### config.mk
export PLATFORM = sky130hd
export DESIGN_NAME = local_ni_flat
export DESIGN_NICKNAME = d
export VERILOG_FILES = /design/src/rtl/local_ni_pkg.sv /design/src/rtl/local_ni_if.sv /design/src/rtl/local_ni_fifo_2w1r.sv /design/src/rtl/local_ni.sv /design/src/flat_wrapper.sv
export SDC_FILE = /design/constraint.sdc
export NUM_CORES = 1
export LEC_CHECK = 0
export ABC_AREA = 1
export BUFFER_PORTS_ARGS = -buffer_cell sky130_fd_sc_hd__buf_2
export CORE_ASPECT_RATIO = 1.1
export CORE_MARGIN = 3
export CORE_UTILIZATION = 33
export DETAILED_ROUTE_END_ITERATION = 10
export GPL_TIMING_DRIVEN = 1
export PLACE_DENSITY = 0.61
export SLEW_MARGIN = 10
export SYNTH_ARGS = -nofsm -noshare
export SYNTH_HDL_FRONTEND = slang
export SYNTH_SLANG_ARGS = --single-unit
### constraint.sdc
create_clock -name clk -period 4.4 [get_ports clk]
set_input_delay 1.32 -clock clk [delete_from_list [all_inputs] [get_ports clk]]
set_output_delay 1.32 -clock clk [all_outputs]
set_load 0.05 [all_outputs]
### src/rtl/local_ni_pkg.sv
// Shared types for the local network interface: extended flit, FSM states, and helpers.
package local_ni_pkg;

   typedef struct packed {
      logic        vld;
      logic        golden;
      logic [1:0]  dst_y;
      logic [1:0]  dst_x;
      logic [31:0] data;
   } flit_ext_t;

   localparam int WIDTH_FLIT_EXT = $bits(flit_ext_t);

   typedef enum logic [1:0] {IDLE, OFFER, WAIT, CHECK} local_ni_state_t;

   function automatic flit_ext_t with_vld(input flit_ext_t f);
      flit_ext_t r;
      r     = f;
      r.vld = 1'b1;
      return r;
   endfunction

   function automatic logic [15:0] sat_add16(input logic [15:0] a, input logic [1:0] b);
      logic [16:0] s;
      s = {1'b0, a} + {15'd0, b};
      return s[16] ? 16'hFFFF : s[15:0];
   endfunction

endpackage

### src/rtl/local_ni_if.sv
// Core/router-facing signal bundle of local_ni; slave is the NI side, master the environment.
interface local_ni_if;
   import local_ni_pkg::*;

   flit_ext_t   core_inj_flit;
   logic        core_inj_vld;
   logic        core_inj_rdy;
   flit_ext_t   rtr_din_l;
   logic        local_inject_gnt;
   flit_ext_t   dout_l_1;
   flit_ext_t   dout_l_2;
   flit_ext_t   core_ej_flit;
   logic        core_ej_vld;
   logic        core_ej_rdy;
   logic        ej_overflow;
   logic [15:0] stat_inj_retry;
   logic [15:0] stat_ej_drop;

   modport slave (
      input  core_inj_flit, core_inj_vld, local_inject_gnt, dout_l_1, dout_l_2, core_ej_rdy,
      output core_inj_rdy, rtr_din_l, core_ej_flit, core_ej_vld, ej_overflow,
             stat_inj_retry, stat_ej_drop
   );

   modport master (
      output core_inj_flit, core_inj_vld, local_inject_gnt, dout_l_1, dout_l_2, core_ej_rdy,
      input  core_inj_rdy, rtr_din_l, core_ej_flit, core_ej_vld, ej_overflow,
             stat_inj_retry, stat_ej_drop
   );

endinterface

### src/rtl/local_ni_fifo_2w1r.sv
// Two-write (ordered, as many as fit) / one-read FIFO; stored flits always carry vld=1.
module ni_fifo_2w1r
   import local_ni_pkg::*;
#(
   parameter int DEPTH = 4
) (
   input  logic                       clk,
   input  logic                       n_rst,
   input  logic                       wr1_en_i,
   input  flit_ext_t                  wr1_data_i,
   input  logic                       wr2_en_i,
   input  flit_ext_t                  wr2_data_i,
   input  logic                       rd_en_i,
   output flit_ext_t                  rd_data_o,
   output flit_ext_t                  rd_data_nxt_o,
   output logic [$clog2(DEPTH):0]     count_o,
   output logic [$clog2(DEPTH):0]     count_nxt_o,
   output logic                       empty_o,
   output logic                       wr1_ok_o,
   output logic                       wr2_ok_o
);
   localparam int AW = $clog2(DEPTH);
   localparam int CW = AW + 1;
   localparam logic [CW-1:0] DEPTH_C = CW'(DEPTH);

   flit_ext_t         mem_q [DEPTH];
   logic [AW-1:0]     wr_ptr_q;
   logic [AW-1:0]     rd_ptr_q;
   logic [CW-1:0]     count_q;
   logic [CW-1:0]     count_d;
   logic [CW-1:0]     free;
   logic [CW-1:0]     free_after1;
   logic [AW-1:0]     wr2_ptr;
   logic [1:0]        n_wr;
   logic              pop;

   // Space is judged on the registered count, so a same-cycle pop never makes room.
   always_comb begin
      free        = DEPTH_C - count_q;
      wr1_ok_o    = wr1_en_i && (free != '0);
      free_after1 = wr1_ok_o ? free - CW'(1) : free;
      wr2_ok_o    = wr2_en_i && (free_after1 != '0);
      wr2_ptr     = wr_ptr_q + AW'(wr1_ok_o);
      n_wr        = {1'b0, wr1_ok_o} + {1'b0, wr2_ok_o};
      pop         = rd_en_i && (count_q != '0);
      count_d     = count_q + CW'(n_wr) - CW'(pop);
   end

   always_ff @(posedge clk) begin
      if (wr1_ok_o) mem_q[wr_ptr_q] <= with_vld(wr1_data_i);
      if (wr2_ok_o) mem_q[wr2_ptr]  <= with_vld(wr2_data_i);
   end

   always_ff @(posedge clk or negedge n_rst) begin
      if (!n_rst) begin
         wr_ptr_q <= '0;
         rd_ptr_q <= '0;
         count_q  <= '0;
      end else begin
         wr_ptr_q <= wr_ptr_q + AW'(n_wr);
         rd_ptr_q <= rd_ptr_q + AW'(pop);
         count_q  <= count_d;
      end
   end

   assign empty_o       = (count_q == '0);
   assign rd_data_o     = empty_o ? '0 : mem_q[rd_ptr_q];
   assign rd_data_nxt_o = mem_q[rd_ptr_q + AW'(1)];
   assign count_o       = count_q;
   assign count_nxt_o   = count_d;

endmodule

### src/rtl/local_ni.sv
// Local NI between core and router local port: offer/wait/check injection with retry, dual-port ejection queue.
// Optional statistics counters are built when LOCAL_NI_STATS_EN is defined.
module local_ni
   import local_ni_pkg::*;
#(
   parameter int INJ_DEPTH   = 4,
   parameter int EJ_DEPTH    = 8,
   parameter int GNT_LATENCY = 2
) (
   input  logic       clk,
   input  logic       n_rst,
   local_ni_if.slave  bus
);
   localparam int INJ_CW = $clog2(INJ_DEPTH) + 1;
   localparam int EJ_CW  = $clog2(EJ_DEPTH) + 1;
   localparam int WCW    = $clog2(GNT_LATENCY);

   local_ni_state_t     state_q;
   flit_ext_t           rtr_din_l_q;
   logic [WCW-1:0]      wait_cnt_q;
   logic                inj_rdy_q;
   logic                ej_overflow_q;

   flit_ext_t           inj_head;
   flit_ext_t           inj_head_nxt;
   logic [INJ_CW-1:0]   inj_count;
   logic [INJ_CW-1:0]   inj_count_nxt;
   logic                inj_empty;
   logic                inj_wr1_ok;
   logic                inj_wr2_ok;
   logic                inj_pop;

   flit_ext_t           ej_head;
   flit_ext_t           ej_head_nxt;
   logic [EJ_CW-1:0]    ej_count;
   logic [EJ_CW-1:0]    ej_count_nxt;
   logic                ej_empty;
   logic                ej_wr1_ok;
   logic                ej_wr2_ok;
   logic [1:0]          ej_drop_n;

   logic                inj_unused;
   logic                ej_unused;

   assign inj_pop = (state_q == CHECK) && bus.local_inject_gnt;

   ni_fifo_2w1r #(.DEPTH(INJ_DEPTH)) u_inj_fifo (
      .clk           (clk),
      .n_rst         (n_rst),
      .wr1_en_i      (bus.core_inj_vld && inj_rdy_q),
      .wr1_data_i    (bus.core_inj_flit),
      .wr2_en_i      (1'b0),
      .wr2_data_i    ('0),
      .rd_en_i       (inj_pop),
      .rd_data_o     (inj_head),
      .rd_data_nxt_o (inj_head_nxt),
      .count_o       (inj_count),
      .count_nxt_o   (inj_count_nxt),
      .empty_o       (inj_empty),
      .wr1_ok_o      (inj_wr1_ok),
      .wr2_ok_o      (inj_wr2_ok)
   );

   ni_fifo_2w1r #(.DEPTH(EJ_DEPTH)) u_ej_fifo (
      .clk           (clk),
      .n_rst         (n_rst),
      .wr1_en_i      (bus.dout_l_1.vld),
      .wr1_data_i    (bus.dout_l_1),
      .wr2_en_i      (bus.dout_l_2.vld),
      .wr2_data_i    (bus.dout_l_2),
      .rd_en_i       (bus.core_ej_rdy),
      .rd_data_o     (ej_head),
      .rd_data_nxt_o (ej_head_nxt),
      .count_o       (ej_count),
      .count_nxt_o   (ej_count_nxt),
      .empty_o       (ej_empty),
      .wr1_ok_o      (ej_wr1_ok),
      .wr2_ok_o      (ej_wr2_ok)
   );

   assign inj_unused = ^{inj_wr1_ok, inj_wr2_ok};
   assign ej_unused  = ^{ej_head_nxt, ej_count, ej_count_nxt};
   assign ej_drop_n  = {1'b0, bus.dout_l_1.vld & ~ej_wr1_ok} + {1'b0, bus.dout_l_2.vld & ~ej_wr2_ok};

   // The offer register is loaded on the edge entering OFFER; after a granted pop the next head is the second entry.
   always_ff @(posedge clk or negedge n_rst) begin
      if (!n_rst) begin
         state_q       <= IDLE;
         rtr_din_l_q   <= '0;
         wait_cnt_q    <= '0;
         inj_rdy_q     <= 1'b0;
         ej_overflow_q <= 1'b0;
      end else begin
         rtr_din_l_q   <= '0;
         inj_rdy_q     <= (inj_count_nxt != INJ_CW'(INJ_DEPTH));
         ej_overflow_q <= ej_overflow_q | (ej_drop_n != 2'd0);
         case (state_q)
            IDLE: begin
               if (!inj_empty) begin
                  state_q     <= OFFER;
                  rtr_din_l_q <= with_vld(inj_head);
               end
            end
            OFFER: begin
               state_q    <= WAIT;
               wait_cnt_q <= WCW'(GNT_LATENCY - 2);
            end
            WAIT: begin
               if (wait_cnt_q == '0) state_q <= CHECK;
               else                  wait_cnt_q <= wait_cnt_q - WCW'(1);
            end
            CHECK: begin
               if (bus.local_inject_gnt) begin
                  if (inj_count > INJ_CW'(1)) begin
                     state_q     <= OFFER;
                     rtr_din_l_q <= with_vld(inj_head_nxt);
                  end else begin
                     state_q <= IDLE;
                  end
               end else begin
                  state_q     <= OFFER;
                  rtr_din_l_q <= with_vld(inj_head);
               end
            end
            default: state_q <= IDLE;
         endcase
      end
   end

`ifdef LOCAL_NI_STATS_EN
   logic [15:0] stat_retry_q;
   logic [15:0] stat_drop_q;

   always_ff @(posedge clk or negedge n_rst) begin
      if (!n_rst) begin
         stat_retry_q <= '0;
         stat_drop_q  <= '0;
      end else begin
         stat_retry_q <= sat_add16(stat_retry_q, {1'b0, (state_q == CHECK) && !bus.local_inject_gnt});
         stat_drop_q  <= sat_add16(stat_drop_q, ej_drop_n);
      end
   end

   assign bus.stat_inj_retry = stat_retry_q;
   assign bus.stat_ej_drop   = stat_drop_q;
`else
   assign bus.stat_inj_retry = '0;
   assign bus.stat_ej_drop   = '0;
`endif

   assign bus.core_inj_rdy = inj_rdy_q;
   assign bus.rtr_din_l    = rtr_din_l_q;
   assign bus.core_ej_flit = ej_head;
   assign bus.core_ej_vld  = !ej_empty;
   assign bus.ej_overflow  = ej_overflow_q;

   // A grant outside CHECK means the router and NI disagree on grant latency.
   gnt_only_in_check: assert property (@(posedge clk) disable iff (!n_rst)
      bus.local_inject_gnt |-> (state_q == CHECK));

endmodule

### src/flat_wrapper.sv
// flat-port wrapper written by rule: the top's interface ports become plain ports
module local_ni_flat import local_ni_pkg::*;
#(
   parameter int INJ_DEPTH   = 4,
   parameter int EJ_DEPTH    = 8,
   parameter int GNT_LATENCY = 2
)
  (clk, n_rst, bus_core_inj_flit, bus_core_inj_vld, bus_local_inject_gnt, bus_dout_l_1, bus_dout_l_2, bus_core_ej_rdy, bus_core_inj_rdy, bus_rtr_din_l, bus_core_ej_flit, bus_core_ej_vld, bus_ej_overflow, bus_stat_inj_retry, bus_stat_ej_drop);
  local_ni_if bus_i ();
  input  logic clk;
  input  logic n_rst;
  input wire logic [$bits(bus_i.core_inj_flit)-1:0] bus_core_inj_flit;
  input wire logic [$bits(bus_i.core_inj_vld)-1:0] bus_core_inj_vld;
  input wire logic [$bits(bus_i.local_inject_gnt)-1:0] bus_local_inject_gnt;
  input wire logic [$bits(bus_i.dout_l_1)-1:0] bus_dout_l_1;
  input wire logic [$bits(bus_i.dout_l_2)-1:0] bus_dout_l_2;
  input wire logic [$bits(bus_i.core_ej_rdy)-1:0] bus_core_ej_rdy;
  output wire logic [$bits(bus_i.core_inj_rdy)-1:0] bus_core_inj_rdy;
  output wire logic [$bits(bus_i.rtr_din_l)-1:0] bus_rtr_din_l;
  output wire logic [$bits(bus_i.core_ej_flit)-1:0] bus_core_ej_flit;
  output wire logic [$bits(bus_i.core_ej_vld)-1:0] bus_core_ej_vld;
  output wire logic [$bits(bus_i.ej_overflow)-1:0] bus_ej_overflow;
  output wire logic [$bits(bus_i.stat_inj_retry)-1:0] bus_stat_inj_retry;
  output wire logic [$bits(bus_i.stat_ej_drop)-1:0] bus_stat_ej_drop;
  assign bus_i.core_inj_flit = bus_core_inj_flit;
  assign bus_i.core_inj_vld = bus_core_inj_vld;
  assign bus_i.local_inject_gnt = bus_local_inject_gnt;
  assign bus_i.dout_l_1 = bus_dout_l_1;
  assign bus_i.dout_l_2 = bus_dout_l_2;
  assign bus_i.core_ej_rdy = bus_core_ej_rdy;
  assign bus_core_inj_rdy = bus_i.core_inj_rdy;
  assign bus_rtr_din_l = bus_i.rtr_din_l;
  assign bus_core_ej_flit = bus_i.core_ej_flit;
  assign bus_core_ej_vld = bus_i.core_ej_vld;
  assign bus_ej_overflow = bus_i.ej_overflow;
  assign bus_stat_inj_retry = bus_i.stat_inj_retry;
  assign bus_stat_ej_drop = bus_i.stat_ej_drop;
  local_ni #(.INJ_DEPTH(INJ_DEPTH), .EJ_DEPTH(EJ_DEPTH), .GNT_LATENCY(GNT_LATENCY)) u_core (.clk(clk), .n_rst(n_rst), .bus(bus_i));
endmodule
==> results of run 1 <==
## worst max-delay path: stages, from the launching register on
cell and delay (ps):
dfrtp_4 670, inv_4 150, buf_12 340, nor2_1 80, o32ai_1 360, nor2_1 70
nor2_1 290, buf_2 330
## sequential cells by signal (all words and copies together) (netlist names)
signal                      count
u_core.bus.core_inj_rdy         1
u_core.u_ej_fifo.count_o        4
u_core.bus.ej_overflow          1
u_core.state_q                  2
u_core.u_ej_fifo.rd_ptr_q       3
u_core.u_ej_fifo.mem_q        296
u_core.bus.rtr_din_l           38
u_core.u_inj_fifo.rd_ptr_q      2
u_core.u_inj_fifo.mem_q       148
u_core.u_inj_fifo.wr_ptr_q      2
u_core.u_ej_fifo.wr_ptr_q       3
u_core.u_inj_fifo.count_o       3
## layout by cell type (no fill, tap or decap), drive strengths merged, types with 2 or more instances in the layout
master,netlist,routed
fa,3,3
nor2,313,313
nand2,797,797
a21oi,46,46
clkbuf,153,78
nand3,54,54
o21ai,198,198
a31oi,2,2
xnor2,3,3
inv,109,112
o22ai,35,35
edfxtp,444,444
ha,22,22
dfrtp,59,59
diode,0,12
o221ai,35,35
bufinv,0,4
xor2,6,6
buf,193,260
nor3,5,5
o32ai,74,74
clkinv,1,20
conb,1,32
nand4,297,297
## metrics by stage
step / instance area, um2 / worst slack [ps]
finish: 29700 / 120
global route: 29600 / 0.879
CTS: 29600 / 74.8
detailed placement: 27800 / 643
global placement: 27800 / 659
floorplan: 26400 / -312
## where the power goes
part / switching, mW / total (mW) / internal (mW)
clock network: 1.98 / 4.71 / 2.73
logic: 9.11 / 12.0 / 2.93
registers: 0.651 / 7.74 / 7.09
## per-layer routing
layer  part of all wire [%]  vias to the layer above
li1                       -                     9966
met4                    3.2                       20
met2                     48                      966
met1                     39                    10300
met3                    9.6                      213
met5                   0.16                        -
## kinds of logic after synthesis
| logic type | synth area share [%] |
|---|---|
| XOR/XNOR | 0.300 |
| other | 0.0143 |
| flip-flops | 56.3 |
| buffers and inverters | 8.60 |
| adder cells (fa/ha/maj) | 1.28 |
| AND/OR/NAND/NOR | 24.2 |
| AO/OA/AOI/OAI | 9.24 |
## worst min path at each step
stage                                                  from                                      end  slack [ps]  cells after the start
detailed placement   u_core.u_inj_fifo.count_o[0]$_DFF_PN0_   u_core.u_inj_fifo.count_o[0]$_DFF_PN0_         530                      1
finish               u_core.u_inj_fifo.count_o[0]$_DFF_PN0_   u_core.u_inj_fifo.count_o[0]$_DFF_PN0_         540                      1
global placement      u_core.u_ej_fifo.count_o[0]$_DFF_PN0_    u_core.u_ej_fifo.count_o[0]$_DFF_PN0_         520                      1
CTS                   u_core.u_ej_fifo.count_o[0]$_DFF_PN0_    u_core.u_ej_fifo.count_o[0]$_DFF_PN0_         540                      1
global route          u_core.u_ej_fifo.count_o[0]$_DFF_PN0_    u_core.u_ej_fifo.count_o[0]$_DFF_PN0_         540                      1
floorplan           u_core.u_inj_fifo.rd_ptr_q[0]$_DFF_PN0_  u_core.u_inj_fifo.rd_ptr_q[0]$_DFF_PN0_         470                      1
## layout make-up
type / count / area (um2)
fill: 7624 / 48500
sequential: 503 / 14800
multi-input combinational: 1928 / 9580
timing repair buffer: 261 / 1670
clock buffer: 77 / 1570
tap: 1035 / 1290
inverter: 110 / 415
clock inverter: 27 / 278
antenna: 12 / 30.0
==> run_results.csv, run 1 <==
group,metric,value,unit
die,die_y,302,um
route,drc,0,
sta,timing.fmax,0.234,GHz
global_routing,grt_max_degree,180,
die,die_x,275,um
logic_synthesis,synthesis.area,26300,um2
die,rows,107,
cts,cts_tree,"done",
cts,clock_path_buffers,3,
sta,period_needed,4280,ps
logic_synthesis,synthArstFlopShare,11.7,%
worst_setup_path,reg2reg_to,"u_core.u_ej_fifo.mem_q[1][36]$_DFFE_PP_",
placement,hpwl,45100,um
die,ioPinCount,230,
logic_synthesis,synth_edf_count,444,
placement,dpl.cell_count,3836,
logic_synthesis,netlist_instances,2856,
route,drt_iter0_drc,1855,
layout,final_core_util,37.9,%
worst_setup_path,worstPathArrival,2960,ps
global_routing,grtUsageMet1,23.4,%
outcome,status,"completed",
sta,tightestPinTransition,1150,ps
die,core_area,78200,um2
global_routing,top_usage_layer,"met2",
cts,htree_levels,2,
global_routing,met2_usage,32.6,%
worst_setup_path,critPathRequiredTime,3080,ps
worst_setup_path,worstSetupStartpoint,"u_core.u_ej_fifo.rd_ptr_q[0]$_DFF_PN0_",
sta,setup_viol,0,
layout,fin_nets,3003,
cts,cts_num_sinks,503,
power,power.leakage,12.0,nW
run,drv_cap,0,
route,wl,82400,um
cts,cts_buffers,55,
logic_synthesis,synth_ff_type,"edfxtp_1",
global_routing,grt_pass1_vias,20500,
cts,root_buffer,"clkbuf_16",
sta,hold_viol_final,0,
sta,drv_slew,0,
sta,maxSlewHeadroom,23.0,%
power,powerDensity,826,nW/um2
logic_synthesis,yosysWarnings,0,
worst_setup_path,worst-r2r-cell-count,13,
sta,finalCritPeriodShare,97.3,%
worst_setup_path,endpoint,"bus_core_ej_flit[34]",
sta,grt_setup_unrepaired,"false",
cts,clk_pin_slew,60,ps
global_routing,grt_util_met3,4.69,%
logic_synthesis,yosysTopAreaCell,"edfxtp_1",
layout,fin_cells,3953,
sta,tns,0,ps
layout,drive_above_1_share,13.4,%
global_routing,antenna_found_initial,25,
global_routing,grt_use_total,19.1,%
power,total_power,24.5,mW
logic_synthesis,synth_seq_cells,503,
sta,clock_skew,24.1,ps
worst_setup_path,endpoint_kind,"output port",
worst_setup_path,critPathKind,"register to output port",
die,dieArea,83100,um2
cts,cts_resized,0,
logic_synthesis,yosys-top-cells-area,"edfxtp_1, nand2_1, nand4_1",
logic_synthesis,yosysMostFrequentCell,"nand2_1",
worst_setup_path,reg2reg_from,"u_core.u_ej_fifo.count_o[0]$_DFF_PN0_",
logic_synthesis,synth_top_area_share,50.7,%
cts,worstSkewPairLatency,620,ps
worst_setup_path,reg2reg_slack,1100,ps
route,antenna_left,0,
die,floorplan.initialDensity,33.6,%
cts,post_cts_buffers,0,
placement,finalWeightedCongestion,0.766,
logic_synthesis,synth_area_per_cell,9.21,um2
placement,io_buffers,196,
route,viasPerCell,5.43,
logic_synthesis,synth_common_cells,"nand2_1, edfxtp_1, nor2_1",
power,peakVddDrop,0.628,mV
layout,area_growth,12.8,%
logic_synthesis,ys_seq_area_share,56.3,%
route,post_drt_wl_per_cell,20.8,um
worst_hold_path,hp-class,"register to register",
route,vias,21500,
sta,whs,538,ps
global_routing,grt_pass1_wl,123000,um
logic_synthesis,synthDistinctLibCells,39,
route,first_pass_iters,7,
cts,ctsHoldBuffers,0,
global_routing,grt-ovfl-total,0,
worst_setup_path,worstPathMaxFanout,80,
worst_setup_path,worst_setup_path_start_kind,"register",
Power figures use the tool's default switching activity.
==> run 2: changes to the inputs <==
--- a/config.mk
+++ b/config.mk
@@ -12,7 +12,7 @@
 export CORE_UTILIZATION = 33
 export DETAILED_ROUTE_END_ITERATION = 10
 export GPL_TIMING_DRIVEN = 1
-export PLACE_DENSITY = 0.61
+export PLACE_DENSITY = 0.59
 export SLEW_MARGIN = 10
 export SYNTH_ARGS = -nofsm -noshare
 export SYNTH_HDL_FRONTEND = slang
==> constraint.sdc (replaced) <==
create_clock -name clk -period 5.08 [get_ports clk]
set_input_delay 1.524 -clock clk [delete_from_list [all_inputs] [get_ports clk]]
set_output_delay 1.524 -clock clk [all_outputs]
set_load 0.05 [all_outputs]
==> run 2 against run 1 <==
Effect of this change:
- final cell count about the same
- clock skew is 23 ps higher
- worst setup slack better by 370 ps
- flip-flop and latch count did not move
- sequential power shrank 14%
- die area stayed put
- via count increased by 0.15%
- critical endpoint is now bus_core_ej_flit[32]
- largest cell class unchanged
==> run_results.csv, run 2 (synthesized netlist as in run 1, its figures left out) <==
group,metric,value,unit
outcome,status,"completed",
die,die_y,302,um
global_routing,antenna_found_initial,22,
global_routing,met2_usage,33.1,%
sta,finalCritPeriodShare,90.4,%
die,ioPinCount,230,
worst_setup_path,worstPathMaxFanout,77,
global_routing,top_usage_layer,"met2",
worst_setup_path,worst_setup_path_start_kind,"register",
worst_setup_path,critPathKind,"register to output port",
layout,largest_reg_flops,296,
global_routing,grt_util_met3,4.91,%
placement,dpl.cell_count,3837,
cts,post_cts_buffers,0,
cts,htree_levels,2,
sta,setup_ws,488,ps
sta,timing.fmax,0.218,GHz
worst_setup_path,worst-r2r-cell-count,13,
die,floorplan.initialDensity,33.6,%
die,rows,107,
global_routing,grt_use_total,19.6,%
route,antenna_left,0,
global_routing,grt-ovfl-total,0,
cts,cts_buffers,55,
placement,finalWeightedCongestion,0.772,
global_routing,grt_pass1_wl,125000,um
sta,maxSlewHeadroom,15.0,%
worst_setup_path,endpoint_kind,"output port",
layout,final_area,29500,um2
placement,dp_slack,924,ps
route,post_drt_wl_per_cell,21.3,um
sta,tns,0,ps
power,powerDensity,713,nW/um2
route,drc,0,
layout,drive_above_1_share,13.4,%
layout,regMostFlops,"u_core.u_ej_fifo.mem_q",
worst_setup_path,critPathRequiredTime,3560,ps
die,die_x,275,um
cts,clk_pin_slew,70,ps
worst_hold_path,hp-class,"register to register",
global_routing,grtUsageMet1,24.4,%
cts,cts_tree,"done",
placement,placed_area,27700,um2
layout,final_common_cell,"nand2_1",
cts,root_buffer,"clkbuf_16",
sta,clock_skew,47.4,ps
power,total_power,21.0,mW
cts,cts_num_sinks,503,
sta,grt_setup_unrepaired,"false",
sta,setup_viol,0,
route,first_pass_iters,5,
sta,period_needed,4590,ps
global_routing,grt_max_degree,197,
power,power.leakage,11.9,nW
route,viasPerCell,5.44,
placement,io_buffers,196,
die,core_area,78200,um2
power,peakVddDrop,0.593,mV
cts,cts_resized,0,
route,wl,84200,um
sta,whs,482,ps
placement,hpwl,45500,um
layout,area_growth,12.0,%
cts,clock_path_buffers,3,
layout,fin_nets,3003,
route,vias,21500,
cts,ctsHoldBuffers,0,
sta,drv_slew,0,
worst_hold_path,min_path_cells,1,
worst_setup_path,worstPathArrival,3070,ps
cts,worstSkewPairLatency,640,ps
route,drt_iter0_drc,2199,
global_routing,grt_pass1_vias,20600,
die,dieArea,83100,um2
run,drv_cap,0,
layout,mostFrequentLayoutCells,"nand2_1, edfxtp_1, nor2_1, nand4_1, buf_2",
sta,tightestPinTransition,1270,ps
layout,fin_cells,3950,
layout,final_core_util,37.7,%
sta,hold_viol_final,0,
## run 2: worst paths after layout
path | start | to | slack (ps)
max | u_core.u_ej_fifo.rd_ptr_q[1]$_DFF_PN0_ | bus_core_ej_flit[32] | 490
min | u_core.bus.ej_overflow$_DFF_PN0_ | u_core.bus.ej_overflow$_DFF_PN0_ | 480
max reg2reg | u_core.u_ej_fifo.count_o[0]$_DFF_PN0_ | u_core.u_ej_fifo.mem_q[3][8]$_DFFE_PP_ | 1610
min reg2reg | u_core.bus.ej_overflow$_DFF_PN0_ | u_core.bus.ej_overflow$_DFF_PN0_ | 480
max in group asynchronous | n_rst | u_core.u_ej_fifo.rd_ptr_q[0]$_DFF_PN0_ | 3350
min in group asynchronous | n_rst | u_core.bus.rtr_din_l[28]$_DFF_PN0_ | 1020
## run 2: layout make-up
| type | instances | area [um2] |
|---|---|---|
| multi-input cells | 1928 | 9560 |
| fillers | 7815 | 48700 |
| repair buffers | 261 | 1590 |
| well taps | 1035 | 1290 |
| flip-flops and latches | 503 | 14800 |
| clock inverters | 32 | 289 |
| inverters | 110 | 415 |
| diodes | 9 | 22.5 |
| clock buffers | 72 | 1460 |
## run 2: report_power, final
group / internal (mW) / switching (mW) / total, mW
logic: 2.47 / 7.97 / 10.4
registers: 6.14 / 0.510 / 6.65
clock network: 2.19 / 1.73 / 3.92
## run 2: layer usage
metal | wire length [um] | up-vias | part of all wire (%)
met5 | 92 | - | 0.11
met4 | 2800 | 14 | 3.3
met3 | 7980 | 204 | 9.5
met2 | 40700 | 992 | 48
met1 | 32700 | 10300 | 39
li1 | - | 9968 | -
## run 2: critical path, cell delays in order, from the launching register on
cell	delay, ps
dfrtp_4	1030
buf_12	350
o21ai_0	140
o32ai_1	140
nor2_1	80
nor2_1	340
buf_2	340
